**src/rtl/seg_pkg.sv**
```systemverilog
`timescale 1ns/1ps
`default_nettype none
// ============================================================================
//  Module   : seg_pkg
//  Brief    : Shared constants and types for the multiplexed 7-segment driver
//  Revision : 1.0 - initial release
// ============================================================================
package seg_pkg;

  // Largest display this driver family supports
  localparam int MAX_DIGITS = 8;

  // All segments dark (active-low)
  localparam logic [7:0] SEG_OFF = 8'hFF;

  // No digit selected (active-low selects); slice to the display width
  localparam logic [MAX_DIGITS-1:0] SEL_NONE = {MAX_DIGITS{1'b1}};

  // Hex glyphs {dp,g,f,e,d,c,b,a}, active-low, dp dark; entry n = glyph n
  localparam logic [15:0][7:0] SEG_HEX = {
    8'h8E, 8'h86, 8'hA1, 8'hC6, 8'h83, 8'h88, 8'h90, 8'h80,
    8'hF8, 8'h82, 8'h92, 8'h99, 8'hB0, 8'hA4, 8'hF9, 8'hC0
  };

  // What the output registers load in a given cycle
  typedef enum logic [1:0] {
    PH_OFF  = 2'd0,   // display disabled
    PH_DEAD = 2'd1,   // anti-ghosting gap at the start of a slot
    PH_SHOW = 2'd2    // active digit driven
  } seg_phase_t;

endpackage : seg_pkg
`default_nettype wire

```
**src/rtl/seg_led_dynamic_if.sv**
```systemverilog
`timescale 1ns/1ps
`default_nettype none
// ============================================================================
//  Module   : seg_led_dynamic_if
//  Brief    : Application-side and pin-side signals of the display driver
//  Revision : 1.0 - initial release
// ============================================================================
interface seg_led_dynamic_if #(
  parameter int DIGITS = 6
);

  logic                  en;
  logic                  load;
  logic [4*DIGITS-1:0]   data;
  logic [DIGITS-1:0]     dp;
  logic                  blank_lz;
  logic [DIGITS-1:0]     seg_sel;
  logic [7:0]            seg_led;
  logic                  frame_done;

  // Application / host side
  modport master (
    output en, load, data, dp, blank_lz,
    input  seg_sel, seg_led, frame_done
  );

  // Display driver side
  modport slave (
    input  en, load, data, dp, blank_lz,
    output seg_sel, seg_led, frame_done
  );

endinterface : seg_led_dynamic_if
`default_nettype wire

```
**src/rtl/seg_hex_decoder.sv**
```systemverilog
`timescale 1ns/1ps
`default_nettype none
// ============================================================================
//  Module   : seg_hex_decoder
//  Brief    : Nibble + decimal point + blank -> active-low 7-segment code
//  Revision : 1.0 - initial release
// ============================================================================
module seg_hex_decoder
  import seg_pkg::*;
(
  input  wire logic [3:0] i_nib,
  input  wire logic       i_dp,
  input  wire logic       i_blank,
  output logic      [7:0] o_seg
);

  // Glyph lookup; blanking darkens segments but leaves the dp alone
  always_comb begin
    o_seg = SEG_HEX[i_nib];
    if (i_blank) begin
      o_seg[6:0] = 7'h7F;
    end
    o_seg[7] = ~i_dp;
  end

endmodule : seg_hex_decoder
`default_nettype wire

```
**src/rtl/seg_led_dynamic.sv**
```systemverilog
`timescale 1ns/1ps
`default_nettype none
// ============================================================================
//  Module   : seg_led_dynamic
//  Brief    : Time-multiplexed common-anode multi-digit 7-segment driver with
//             frame-coherent buffering, leading-zero blanking and dead time
//  Revision : 1.0 - initial release
// ============================================================================
module seg_led_dynamic
  import seg_pkg::*;
#(
  parameter int DIGITS   = 6,
  parameter int SCAN_DIV = 50_000,
  parameter int DEAD_CYC = 500
) (
  input  wire logic          sys_clk,
  input  wire logic          sys_rst,
  seg_led_dynamic_if.slave   bus
);

  localparam int CNT_W = (SCAN_DIV > 1) ? $clog2(SCAN_DIV) : 1;
  localparam int IDX_W = (DIGITS   > 1) ? $clog2(DIGITS)   : 1;

  localparam logic [CNT_W-1:0]  C_CNT_MAX = CNT_W'(SCAN_DIV - 1);
  localparam logic [CNT_W-1:0]  C_DEAD    = CNT_W'(DEAD_CYC);
  localparam logic [IDX_W-1:0]  C_IDX_MAX = IDX_W'(DIGITS - 1);
  localparam logic [DIGITS-1:0] C_SEL_OFF = SEL_NONE[DIGITS-1:0];

  // Scan position
  logic [CNT_W-1:0]    r_cnt;
  logic [IDX_W-1:0]    r_idx;

  // Pending (written by load) and shadow (displayed) buffers
  logic [4*DIGITS-1:0] r_pend_data;
  logic [DIGITS-1:0]   r_pend_dp;
  logic [4*DIGITS-1:0] r_shadow_data;
  logic [DIGITS-1:0]   r_shadow_dp;

  // Registered pins
  logic [DIGITS-1:0]   r_seg_sel;
  logic [7:0]          r_seg_led;
  logic                r_frame_done;
  logic                r_wrap_d;

  logic                w_slot_end;
  logic                w_wrap;
  logic [DIGITS-1:0]   w_upper_zero;
  logic [3:0]          w_nib;
  logic                w_dp;
  logic                w_blank;
  logic [7:0]          w_seg_code;
  logic [DIGITS-1:0]   w_sel_show;
  seg_phase_t          w_phase;

  assign w_slot_end = (r_cnt == C_CNT_MAX);
  assign w_wrap     = w_slot_end && (r_idx == C_IDX_MAX) && bus.en;

  // w_upper_zero[i] is set when shadow nibbles i..DIGITS-1 are all zero
  for (genvar gi = 0; gi < DIGITS; gi++) begin : g_lz
    if (gi == DIGITS - 1) begin : g_top
      assign w_upper_zero[gi] = (r_shadow_data[4*gi +: 4] == 4'h0);
    end else begin : g_mid
      assign w_upper_zero[gi] = (r_shadow_data[4*gi +: 4] == 4'h0) && w_upper_zero[gi+1];
    end
  end

  // Current digit's content, taken only from the shadow so a frame never tears
  assign w_nib      = r_shadow_data[{r_idx, 2'b00} +: 4];
  assign w_dp       = r_shadow_dp[r_idx];
  assign w_blank    = bus.blank_lz && (r_idx != '0) && w_upper_zero[r_idx];
  assign w_sel_show = ~(DIGITS'(1) << r_idx);

  seg_hex_decoder u_dec (
    .i_nib   (w_nib),
    .i_dp    (w_dp),
    .i_blank (w_blank),
    .o_seg   (w_seg_code)
  );

  // Pick what the output registers load this cycle
  always_comb begin
    w_phase = PH_SHOW;
    if (!bus.en) begin
      w_phase = PH_OFF;
    end else if ((DEAD_CYC != 0) && (r_cnt < C_DEAD)) begin
      w_phase = PH_DEAD;
    end
  end

  // Slot counter and digit index; disabling parks the scan on digit 0, cycle 0
  always_ff @(posedge sys_clk or posedge sys_rst) begin
    if (sys_rst) begin
      r_cnt <= '0;
      r_idx <= '0;
    end else if (!bus.en) begin
      r_cnt <= '0;
      r_idx <= '0;
    end else if (w_slot_end) begin
      r_cnt <= '0;
      r_idx <= (r_idx == C_IDX_MAX) ? '0 : r_idx + 1'b1;
    end else begin
      r_cnt <= r_cnt + 1'b1;
    end
  end

  // Load always captures into pend; shadow takes the pre-edge pend at a wrap
  always_ff @(posedge sys_clk or posedge sys_rst) begin
    if (sys_rst) begin
      r_pend_data   <= '0;
      r_pend_dp     <= '0;
      r_shadow_data <= '0;
      r_shadow_dp   <= '0;
    end else begin
      if (bus.load) begin
        r_pend_data <= bus.data;
        r_pend_dp   <= bus.dp;
      end
      if (w_wrap) begin
        r_shadow_data <= r_pend_data;
        r_shadow_dp   <= r_pend_dp;
      end
    end
  end

  // Pin registers; frame_done lags the wrap by one so it coincides with the
  // first output cycle of digit 0 in the new frame
  always_ff @(posedge sys_clk or posedge sys_rst) begin
    if (sys_rst) begin
      r_seg_sel    <= C_SEL_OFF;
      r_seg_led    <= SEG_OFF;
      r_wrap_d     <= 1'b0;
      r_frame_done <= 1'b0;
    end else begin
      r_wrap_d     <= w_wrap;
      r_frame_done <= r_wrap_d && bus.en;
      case (w_phase)
        PH_SHOW: begin
          r_seg_sel <= w_sel_show;
          r_seg_led <= w_seg_code;
        end
        default: begin
          r_seg_sel <= C_SEL_OFF;
          r_seg_led <= SEG_OFF;
        end
      endcase
    end
  end

  assign bus.seg_sel    = r_seg_sel;
  assign bus.seg_led    = r_seg_led;
  assign bus.frame_done = r_frame_done;

endmodule : seg_led_dynamic
`default_nettype wire

```
**src/flat_wrapper.sv**
```systemverilog
// flat-port wrapper written by rule: the top's interface ports become plain ports
module seg_led_dynamic_flat import seg_pkg::*;
#(
  parameter int DIGITS   = 6,
  parameter int SCAN_DIV = 50_000,
  parameter int DEAD_CYC = 500
)
  (sys_clk, sys_rst, bus_en, bus_load, bus_data, bus_dp, bus_blank_lz, bus_seg_sel, bus_seg_led, bus_frame_done);
  seg_led_dynamic_if #(.DIGITS(DIGITS)) bus_i ();
  input  wire logic sys_clk;
  input  wire logic sys_rst;
  input wire logic [$bits(bus_i.en)-1:0] bus_en;
  input wire logic [$bits(bus_i.load)-1:0] bus_load;
  input wire logic [$bits(bus_i.data)-1:0] bus_data;
  input wire logic [$bits(bus_i.dp)-1:0] bus_dp;
  input wire logic [$bits(bus_i.blank_lz)-1:0] bus_blank_lz;
  output wire logic [$bits(bus_i.seg_sel)-1:0] bus_seg_sel;
  output wire logic [$bits(bus_i.seg_led)-1:0] bus_seg_led;
  output wire logic [$bits(bus_i.frame_done)-1:0] bus_frame_done;
  assign bus_i.en = bus_en;
  assign bus_i.load = bus_load;
  assign bus_i.data = bus_data;
  assign bus_i.dp = bus_dp;
  assign bus_i.blank_lz = bus_blank_lz;
  assign bus_seg_sel = bus_i.seg_sel;
  assign bus_seg_led = bus_i.seg_led;
  assign bus_frame_done = bus_i.frame_done;
  seg_led_dynamic #(.DIGITS(DIGITS), .SCAN_DIV(SCAN_DIV), .DEAD_CYC(DEAD_CYC)) u_core (.sys_clk(sys_clk), .sys_rst(sys_rst), .bus(bus_i));
endmodule
```
**config.mk**
```make
export PLATFORM = sky130hd
export DESIGN_NAME = seg_led_dynamic_flat
export DESIGN_NICKNAME = d
export VERILOG_FILES = /design/src/rtl/seg_pkg.sv /design/src/rtl/seg_led_dynamic_if.sv /design/src/rtl/seg_hex_decoder.sv /design/src/rtl/seg_led_dynamic.sv /design/src/flat_wrapper.sv
export SDC_FILE = /design/constraint.sdc
export NUM_CORES = 1
export LEC_CHECK = 0
export CAP_MARGIN = 30
export CORE_ASPECT_RATIO = 0.5
export CORE_MARGIN = 2
export CORE_UTILIZATION = 60
export CTS_CLUSTER_SIZE = 24
export DETAILED_ROUTE_END_ITERATION = 8
export HOLD_SLACK_MARGIN = 0.08
export PLACE_DENSITY = 0.8
export SLEW_MARGIN = 20
export SYNTH_ARGS = -nofsm -noshare
export SYNTH_HDL_FRONTEND = slang
export SYNTH_SLANG_ARGS = --single-unit
export TNS_END_PERCENT = 100
```
**constraint.sdc**
```tcl
create_clock -name sys_clk -period 5.8 [get_ports sys_clk]
set_input_delay 0.87 -clock sys_clk [delete_from_list [all_inputs] [get_ports sys_clk]]
set_output_delay 0.87 -clock sys_clk [all_outputs]
set_load 0.005 [all_outputs]
```
# [Yosys cells after proc, flatten, opt, wreduce, memory -nomap -nowiden]
# Memories as Yosys holds them, arrays and structs flattened.
# Cells that the tools add are included.
[word_totals] regBits=95 latchBits=0 mem_bits_rw=0 rom_bits=128 input_bits=35 out_inout_bits=15 elab_cells=56 n_memories=1
[mem_list] memory="(no name shown)" depth=16 word_bits=8 rd=1 rd_ports_with_merged_regs=0 wr=0 line_no="seg_hex_decoder.sv:19" rtl="o_seg = SEG_HEX[i_nib];"
[op_classes] n_addsub=2 mul=0 div_mod_pow=0 magnitude_cmp=3 eq_ne=4 n_shift=2 mux=15 n_bitwise=2 n_reduce_logical=17
[ops] op="16-bit 2-to-1 mux" n=2
[ops] op="4-bit zero test" n=6
[ops] op="24-bit by 6-bit variable part select with 4-bit output" n=1
[ops] op="16-bit by 1-bit adder with 16-bit output, second input constant" n=1
[ops] op="16-bit == test, second input constant" n=1
[ops] op="16-bit by 9-bit less-than comparator with 1-bit output, second input constant" n=1
[ops] op="7-bit 2-to-1 mux" n=2
[ops] op="1-bit logical AND" n=10
[ops] op="3-bit 2-to-1 mux" n=3
[ops] op="8-bit 2-to-1 mux" n=1
[ops] op="1-bit binary-select mux with 3-bit select" n=2
[ops] op="6-bit 2-to-1 mux" n=1
[ops] op="6-bit NOT" n=1
[ops] op="1-bit by 3-bit << shifter with 6-bit output, first input constant" n=1
[ops] op="4-bit by 5-bit less-than comparator with 1-bit output, second input constant" n=1
[ops] op="3-bit by 4-bit less-than comparator with 1-bit output, second input constant" n=1
[ops] op="2-bit 2-to-1 mux" n=2
[ops] op="3-bit by 1-bit adder with 3-bit output, second input constant" n=1
[ops] op="3-bit == test, second input constant" n=1
[ops] op="3-bit nonzero test" n=1
[ops] op="2-bit == test, second input constant" n=1
[ops] op="1-bit 2-to-1 mux" n=2
[ops] op="2-bit by 1-bit inequality test with 1-bit output, second input constant" n=1
[ops] op="1-bit NOT" n=1

# [Depth between registers and ports, before layout]
# Gate-level depths: netlist of the first run.
[depth] depth_word=11 ltp_mapped=10 depth_no_buf=8

# [Hierarchy]
# From an unflattened synthesis of the first run, not the netlist that was laid out.
[unflattened] hier_cells=347 hier_area_um2=4553.1
[modules_own_cells] module="seg_led_dynamic" instances=1 cells_per_inst=311 area_per_inst_um2=4254.1 seq_area_each_um2=2394.8
[modules_own_cells] module="seg_hex_decoder" instances=1 cells_per_inst=36 area_per_inst_um2=299.0 seq_area_each_um2=0.0

# [Worst setup path after synthesis of the first run]
# Ideal clock, no wire load.
[synth_timing] path_kind="register to register" from="reg u_core.r_idx[1]" to="reg u_core.r_seg_led[3], in the netlist u_core.bus.seg_led[3]" setup_ns=0.105 t_arrival_ns=1.967 t_required_ns=5.695 slack_ns=3.728 stages_incl_launch_ff=9 path_buffers=1 period_less_slack_ns=2.072 cell_sequence="dfrtp_1 buf_2 mux4_2 a21oi_1 inv_1 ha_1 nand3_1 a21boi_0 o221ai_1"
[synth_between] elab_chain_len=5 word_cells_on_any_way=10 classes_between="shift (1); mux (5); reduce/logical (3); memory (1)"
[synth_lines] element="start, declared" line_no="seg_led_dynamic.sv:31" rtl="logic [IDX_W-1:0] r_idx;"
[synth_lines] element="start signal, assigned" line_no="seg_led_dynamic.sv:100" rtl="r_idx <= (r_idx == C_IDX_MAX) ? '0 : r_idx + 1'b1;"
[synth_lines] element="24-bit by 6-bit variable part select with 4-bit output, or another cell as far along" line_no="seg_led_dynamic.sv:68" rtl="assign w_nib = r_shadow_data[{r_idx, 2'b00} +: 4];"
[synth_lines] element="memory 16 x 8 bit, or another cell as far along"
[synth_lines] element="7-bit 2-to-1 mux (implied by the code) or 1-bit logical AND (tied branches)" line_no="seg_hex_decoder.sv:19, seg_led_dynamic.sv:70"
[synth_lines] element="7-bit 2-to-1 mux (*)" line_no="seg_hex_decoder.sv:20" rtl="if (i_blank) begin"
[synth_lines] element="8-bit 2-to-1 mux (*)" line_no="seg_led_dynamic.sv:136" rtl="case (w_phase)"
[synth_lines] element="end signal, assigned" line_no="seg_led_dynamic.sv:139" rtl="r_seg_led <= w_seg_code;"
[synth_lines] element="end, declared" line_no="seg_led_dynamic.sv:41" rtl="logic [7:0] r_seg_led;"
# Mark *: on every way between the ends. The rest lies on a longest branch, timed or not. The select of a mux whose other input is x is not followed.
# A chain may end at the register's enable or synchronous reset.

# [Final worst setup path of the first run]
[layout_timing] from="in bus_en" to="reg u_core.r_shadow_data[10]"
[layout_between] elab_chain_len=1
[layout_lines] element="start, declared" line_no="flat_wrapper.sv:12" rtl="input wire logic [$bits(bus_i.en)-1:0] bus_en;"
[layout_lines] element="1-bit logical AND" line_no="seg_led_dynamic.sv:56" rtl="assign w_wrap = w_slot_end && (r_idx == C_IDX_MAX) && bus.en;"
[layout_lines] element="end signal, assigned" line_no="seg_led_dynamic.sv:119" rtl="r_shadow_data <= r_pend_data;"
[layout_lines] element="end, declared" line_no="seg_led_dynamic.sv:36" rtl="logic [4*DIGITS-1:0] r_shadow_data;"
# No other way between the ends.

==> results.sh, run 1 <==
export IMPL_status="complete, no violations"
export IMPL_wire_per_inst_um=17.84
export IMPL_grt_pass1_vias=2905
export IMPL_cts_clk_slew_worst_paths_ns=0.06
export IMPL_area_delta_synth_final_pct=18.68
export IMPL_drv_slew=0
export IMPL_setup_viol=0
export IMPL_async_reset_ff_share_pct=100.0
export IMPL_period_needed_ns=2.700
export IMPL_viasPerCell=5.760
export IMPL_gr_max_usage_layer="met2"
export IMPL_switching_power_uw=276.8
export IMPL_max_cap_viol_count=0
export IMPL_ant_nets=0
export IMPL_cts_tree="yes"
export IMPL_drcViolationCount=0
export IMPL_power_leakage_uw=0.002306
export IMPL_fmax_ghz=0.3703
export IMPL_fin_worst_skew_ns=0.005051
export IMPL_worst_slack_ns=3.100
export IMPL_cp_data_arrival_time_ns=2.93
export IMPL_clockBufferDepth=2
export IMPL_fin_crit_sh_pct=46.56
export IMPL_nets=429
export IMPL_hold_viol=0
export IMPL_antennaDiodeCount=0
export IMPL_antenna_found_initial=0
export IMPL_use_met2_pct=36.22
export IMPL_relSlewSlack_pct=43.50
export IMPL_instances_no_fill=487
export IMPL_rsz0062_at_grt="false"
export IMPL_power_density_nw_per_um2=256.2
export IMPL_crit_path_start="bus_en"
export IMPL_ys_seq_area_share_pct=54.01
export IMPL_drt_iter0_drc=281
export IMPL_grt_max_degree=57
export IMPL_yosysTopAreaCellShare_pct=45.71
export IMPL_synth_nets=378
export IMPL_synth_seq_cells=95
export IMPL_finalPower_uw=1348
export IMPL_synthCells=335
export IMPL_cts_max_level=3
export IMPL_yosysMostFrequentCell="dfrtp_1"
export IMPL_synth_top_cells_by_area="dfrtp_1 (46%), mux2_4 (10%), mux2_2 (8.4%)"
export IMPL_cp_cell_sequence="clkdlybuf4s50_1 -> inv_1 -> nor4_2 -> nand3_2 -> buf_12 -> mux2_4"
export IMPL_synth_warnings=0
export IMPL_std_cell_rows=22
export IMPL_core_area_um2=7239
export IMPL_start_kind="input port"
export IMPL_crit_fanout=22
export IMPL_grt_met3_usage_pct=6.358
export IMPL_start_util_pct=61.25
export IMPL_grt_use_total_pct=23.80
export IMPL_clkPwrFrac_pct=42.9
export IMPL_netlist_area_um2=4434
export IMPL_clkLatencyLatePin_ns=0.35
export IMPL_ioPinCount=50
export IMPL_die_h_um=64.79
export IMPL_clock_sinks=95
export IMPL_die_area_um2=8136
export IMPL_worstSetupEndpointType="flop"
export IMPL_cts_buffers=9
export IMPL_worstReg2RegStart="u_core.r_idx[1]$_DFFE_PP0P_"
export IMPL_synth_largest_area_cell="dfrtp_1"
export IMPL_gr_total_overflow=0
export IMPL_dpl_cell_count=471
export IMPL_crit_buf_inv=3
export IMPL_vias=2805
export IMPL_worstHoldStart="u_core.r_wrap_d$_DFF_PP0_"
export IMPL_avgSynthCellArea_um2=13.24
export IMPL_crit_required_ns=6.03
export IMPL_worstHoldPathType="reg -> reg"
export IMPL_hpwl_um=6116
export IMPL_seq_power_share_pct=52.0
export IMPL_synth_edff_count=0
export IMPL_routed_wirelength_um=8687
export IMPL_firstDrtPassIters=5
export IMPL_tightest_slew_ns=0.8475
export IMPL_io_buffers=49
export IMPL_cts_resized=0
export IMPL_pre_cts_slack_ns=2.766
export IMPL_p_int_uw=1071
export IMPL_sw_frac_of_total_pct=20.53
export IMPL_postCtsSetupBuffers=0
export IMPL_grt_pass1_wl_um=14740
export IMPL_synthFlopType="dfrtp_1"
export IMPL_peakVddDrop_mv=0.1788
export IMPL_netlist_top_cells_count="dfrtp_1 (81), mux2_2 (33), mux2_4 (30), nor2_1 (27), nand2_1 (17)"
export IMPL_pwr_share_comb_pct=5.2
export IMPL_tns_ns=0
export IMPL_cts_root_buf="clkbuf_16"
export IMPL_holdWs_ns=0.4637
export IMPL_synthDistinctLibCells=48
export IMPL_die_x_um=125.6
export IMPL_drive_above_1_share_pct=26.85
export IMPL_cp_top_family="buffers and inverters"
export IMPL_cts_hold_buffers=0
export IMPL_path_class="in -> reg"
export IMPL_place_gp_congestion=0.8274
export IMPL_use_met1_pct=32.82
export IMPL_slowest_delay_ns=0.56
export IMPL_slowest_stage="clkdlybuf4s50_1"
==> power groups by stage <==
| stage | registers, uW | clock network [uW] | logic, uW |
|---|---|---|---|
| 2_1_floorplan | 706 | 0 | 39.9 |
| 3_3_place_gp | 711 | 0 | 67.6 |
| 3_5_place_dp | 713 | 0 | 71.1 |
| 4_1_cts | 701 | 590 | 71.8 |
| 5_1_grt | 703 | 622 | 78.5 |
| 6_report | 701 | 578 | 69.8 |
==> cell usage in the layout (no fill, tap or decap), types with 2 or more instances in the layout <==
cell             instances
dfrtp_1                 81
clkdlybuf4s50_1         49
mux2_2                  33
mux2_4                  30
nor2_1                  27
nand2_1                 17
dfstp_2                 14
inv_1                    9
nand3_1                  9
clkbuf_16                9
mux2i_1                  8
xnor2_1                  8
ha_1                     8
xor2_1                   6
nor3_1                   6
a21oi_1                  6
o221ai_1                 6
nand4_1                  5
nor4_1                   5
and2_1                   4
clkinv_2                 4
o211ai_1                 3
nand2b_1                 3
mux4_2                   3
and3_1                   3
nand4b_1                 2
nor4_2                   2
o21ai_1                  2
a32oi_1                  2
nor2b_1                  2
o21ai_0                  2
clkbuf_1                 2
buf_4                    2
==> routing by layer <==
layer / part of all wire [%] / vias to the layer above
met2: 46 / 82
met5: 0 / -
met4: 2.3 / 0
met3: 5.0 / 19
li1: - / 1299
met1: 47 / 1405
==> final timing paths <==
path | cells after the start | endpoint | slack, ns
max reg2reg | 7 | u_core.bus.seg_led[3]$_DFF_PP1_ | 3.10
max | 6 | u_core.r_shadow_data[10]$_DFFE_PP0P_ | 3.10
max in group asynchronous | 3 | u_core.r_shadow_data[12]$_DFFE_PP0P_ | 3.74
min | 1 | u_core.bus.frame_done$_DFF_PP0_ | 0.46
min in group asynchronous | 2 | u_core.r_cnt[8]$_DFF_PP0_ | 0.93
min reg2reg | 1 | u_core.bus.frame_done$_DFF_PP0_ | 0.46
==> worst reg2reg max path, stage by stage (launching register included) <==
cell,delay (ns)
dfrtp_1,0.73
mux4_2,0.58
a21oi_1,0.47
inv_1,0.17
ha_1,0.23
nand3_1,0.09
a21boi_0,0.19
o221ai_1,0.13
==> metrics by stage <==
step / area, um2 / utilization [%]
2_1_floorplan: 4434 / -
3_3_place_gp: 4951 / 68.39
3_5_place_dp: 4971 / 68.67
4_1_cts: 5263 / 72.69
5_1_grt: 5263 / 72.69
6_report: 5263 / 72.69
==> cells by family (layout without fill, tap and decap cells) <==
group | after synthesis | in the layout | share of synthesized area (%)
flops | 95 | 95 | 54.01
simple gates | 93 | 93 | 11.06
mux | 74 | 74 | 21.87
compound gates | 29 | 29 | 4.713
buf+inv | 22 | 78 | 3.330
xor+xnor | 14 | 14 | 2.765
fa+ha+maj | 8 | 8 | 2.257
==> area by class of cell <==
class,instances,area [um2]
clock buffer,12,246.5
clock inverter,4,45.04
fill,485,1977
inverter,10,38.79
multi-input combinational,218,1892
sequential,95,2395
tap,96,120.1
timing repair buffer,52,525.5
==> registers in the layout, summed over array words and instances (netlist names) <==
signal / count
u_core.bus.frame_done: 1
u_core.bus.seg_led: 8
u_core.bus.seg_sel: 6
u_core.r_cnt: 16
u_core.r_idx: 3
u_core.r_pend_data: 24
u_core.r_pend_dp: 6
u_core.r_shadow_data: 24
u_core.r_shadow_dp: 6
u_core.r_wrap_d: 1
No activity file was read; power rests on OpenSTA's default activity.
==> run 2: changes to the inputs <==
--- a/config.mk
+++ b/config.mk
@@ -8,11 +8,11 @@
 export CAP_MARGIN = 30
 export CORE_ASPECT_RATIO = 0.5
 export CORE_MARGIN = 2
-export CORE_UTILIZATION = 60
+export CORE_UTILIZATION = 56
 export CTS_CLUSTER_SIZE = 24
 export DETAILED_ROUTE_END_ITERATION = 8
 export HOLD_SLACK_MARGIN = 0.08
-export PLACE_DENSITY = 0.8
+export PLACE_DENSITY = 0.76
 export SLEW_MARGIN = 20
 export SYNTH_ARGS = -nofsm -noshare
 export SYNTH_HDL_FRONTEND = slang
==> constraint.sdc (replaced) <==
create_clock -name sys_clk -period 2.67 [get_ports sys_clk]
set_input_delay 0.4005 -clock sys_clk [delete_from_list [all_inputs] [get_ports sys_clk]]
set_output_delay 0.4005 -clock sys_clk [all_outputs]
set_load 0.005 [all_outputs]
==> run 2 against run 1 <==
  * Critical path depth grew 2
  * Clock skew rose by 0.00070 ns
  * Hold slack better by 0.011 ns
  * Sequential power grew 120%
  * Worst setup slack worse by 2.8 ns
  * First-iteration DRC count fell by 16%
  * Clock power increased by 130%
  * Final area grew 1.0%
  * Count of clock-buffer cells in the layout decreased by 2
  * Final cell count is 2.9% higher
  * Die area increased by 6.8%
  * Largest power group unchanged
==> results.sh, run 2 (same netlist as run 1, synthesis figures left out) <==
export IMPL_status="complete, no violations"
export IMPL_top_regs="u_core.r_pend_data: 24 flops, u_core.r_shadow_data: 24 flops, u_core.r_cnt: 16 flops"
export IMPL_worstHoldPathType="reg -> reg"
export IMPL_io_buffers=49
export IMPL_switching_power_uw=601.5
export IMPL_fin_worst_skew_ns=0.005747
export IMPL_sw_frac_of_total_pct=20.09
export IMPL_cp_cell_sequence="buf_4 -> mux2i_1 -> o21ai_1 -> inv_1 -> ha_1 -> nor3_1 -> a21oi_1 -> o221ai_1"
export IMPL_layout_common_cells="dfrtp_1 (81), clkdlybuf4s50_1 (49), mux2_2 (33)"
export IMPL_gr_total_overflow=0
export IMPL_drv_slew=0
export IMPL_max_cap_viol_count=0
export IMPL_std_cell_rows=22
export IMPL_setup_viol=0
export IMPL_slowest_delay_ns=0.60
export IMPL_wire_per_inst_um=17.21
export IMPL_clkLatencyLatePin_ns=0.34
export IMPL_vias=2785
export IMPL_firstDrtPassIters=4
export IMPL_cts_buffers=9
export IMPL_period_needed_ns=2.381
export IMPL_hold_viol=0
export IMPL_fmax_ghz=0.4200
export IMPL_power_leakage_uw=0.002321
export IMPL_crit_required_ns=2.92
export IMPL_start_util_pct=59.22
export IMPL_antenna_found_initial=0
export IMPL_drcViolationCount=0
export IMPL_relSlewSlack_pct=57.56
export IMPL_wl_met2_um=3966
export IMPL_worst_slack_ns=0.2893
export IMPL_worstReg2RegEnd="u_core.bus.seg_led[5]$_DFF_PP1_"
export IMPL_fin_crit_sh_pct=89.17
export IMPL_crit_path_start="u_core.r_idx[0]$_DFFE_PP0P_"
export IMPL_clock_sinks=95
export IMPL_r2r_cells=8
export IMPL_hpwl_um=6129
export IMPL_rsz0062_at_grt="false"
export IMPL_fin_util_pct=71.02
export IMPL_grt_pass1_wl_um=14140
export IMPL_cts_clk_slew_worst_paths_ns=0.06
export IMPL_holdWs_ns=0.4748
export IMPL_cp_data_arrival_time_ns=2.63
export IMPL_cts_max_level=3
export IMPL_start_kind="flop"
export IMPL_pwr_share_comb_pct=5.2
export IMPL_setup_worst_path_end="u_core.bus.seg_led[5]$_DFF_PP1_"
export IMPL_viasPerCell=5.559
export IMPL_crit_fanout=13
export IMPL_slowest_stage="dfrtp_1"
export IMPL_p_int_uw=2392
export IMPL_grt_max_degree=96
export IMPL_tightest_slew_ns=0.6307
export IMPL_die_x_um=129.8
export IMPL_postCtsSetupBuffers=0
export IMPL_grt_use_total_pct=22.27
export IMPL_worstReg2RegStart="u_core.r_idx[0]$_DFFE_PP0P_"
export IMPL_clockBufferDepth=2
export IMPL_wl_met3_um=493
export IMPL_seq_power_share_pct=50.8
export IMPL_nets=432
export IMPL_r2r_slack_ns=0.29
export IMPL_worstSetupEndpointType="flop"
export IMPL_ioPinCount=50
export IMPL_path_class="reg -> reg"
export IMPL_die_area_um2=8689
export IMPL_drt_iter0_drc=236
export IMPL_area_delta_synth_final_pct=19.92
export IMPL_wl_met1_um=4031
export IMPL_cts_tree="yes"
export IMPL_top_layer_used="met4"
export IMPL_pre_cts_slack_ns=0.1632
export IMPL_layout_cells_most_common="dfrtp_1"
export IMPL_peakVddDrop_mv=0.4469
export IMPL_clkPwrFrac_pct=44.0
export IMPL_grt_pass1_vias=2821
export IMPL_tns_ns=0
export IMPL_place_gp_congestion=0.8549
export IMPL_power_density_nw_per_um2=562.9
export IMPL_drive_above_1_share_pct=27.48
export IMPL_finalPower_uw=2993
export IMPL_cts_root_buf="clkbuf_16"
export IMPL_routed_wirelength_um=8624
export IMPL_core_area_um2=7487
export IMPL_die_h_um=66.92
export IMPL_ant_nets=0
export IMPL_antennaDiodeCount=0
==> run 2: cell count changes in the layout (fill, tap and decap cells not counted) <==
cell	delta
clkinv_1	+1
buf_4	+3
clkbuf_1	-1
clkinvlp_4	+1
clkinv_2	-2
bufinv_16	+1
a21oi_2	+1
clkbuf_8	-1
a21oi_1	-1
==> run 2: worst max-delay path: cells and delay by family, from the launching register on <==
family / cells / cell delay, ns
buf+inv: 2 / 0.40
mux: 1 / 0.10
compound gates: 3 / 0.70
flops: 1 / 0.60
simple gates: 1 / 0.25
fa+ha+maj: 1 / 0.24
==> run 2: power groups by stage <==
stage	clock (uW)	combinational, uW	sequential, uW
finish	1320	154	1520
global route	1410	171	1530
CTS	1340	159	1520
detailed placement	0	158	1550
global placement	0	150	1540
floorplan	0	87.0	1530
==> run 2: cell type report <==
class	count	area [um2]
Clock buffer	10	229.0
Clock inverter	5	73.82
Fill cell	516	2170
Inverter	10	41.29
Multi-Input combinational cell	218	1896
Sequential cell	95	2395
Tap cell	108	135.1
Timing Repair Buffer	55	548.0
==> run 2: how the worst min path moves through the flow <==
stage / start / to / slack (ns) / cells after the start
final: u_core.r_wrap_d$_DFF_PP0_ / u_core.bus.frame_done$_DFF_PP0_ / 0.47 / 1
after global routing: u_core.r_wrap_d$_DFF_PP0_ / u_core.bus.frame_done$_DFF_PP0_ / 0.48 / 1
after CTS: u_core.r_wrap_d$_DFF_PP0_ / u_core.bus.frame_done$_DFF_PP0_ / 0.48 / 1
after detailed placement: u_core.r_wrap_d$_DFF_PP0_ / u_core.bus.frame_done$_DFF_PP0_ / 0.47 / 1
after global placement: u_core.r_wrap_d$_DFF_PP0_ / u_core.bus.frame_done$_DFF_PP0_ / 0.44 / 1
after floorplan: u_core.r_wrap_d$_DFF_PP0_ / u_core.bus.frame_done$_DFF_PP0_ / 0.43 / 1
==> run 2: what timing repair did <==
| item | 4_1_cts | 5_1_grt |
|---|---|---|
| setup endpoints to repair | 0 | 5 |
| resized for setup | 0 | 1 |
| hold buffers | 0 | 0 |
| endpoints found under the hold margin | 0 | 0 |
==> run 2: per-stage QoR <==
step,cells,area [um2]
2_1_floorplan,335,4438
3_3_place_gp,486,5011
3_5_place_dp,486,5011
4_1_cts,501,5314
5_1_grt,501,5318
6_report,501,5318
==> run 2: layer usage <==
layer | GRT usage (%) | vias up
met5 | 0 | -
met4 | 7.796 | 0
met3 | 8.112 | 14
met2 | 34.23 | 100
met1 | 29.39 | 1368
li1 | - | 1303
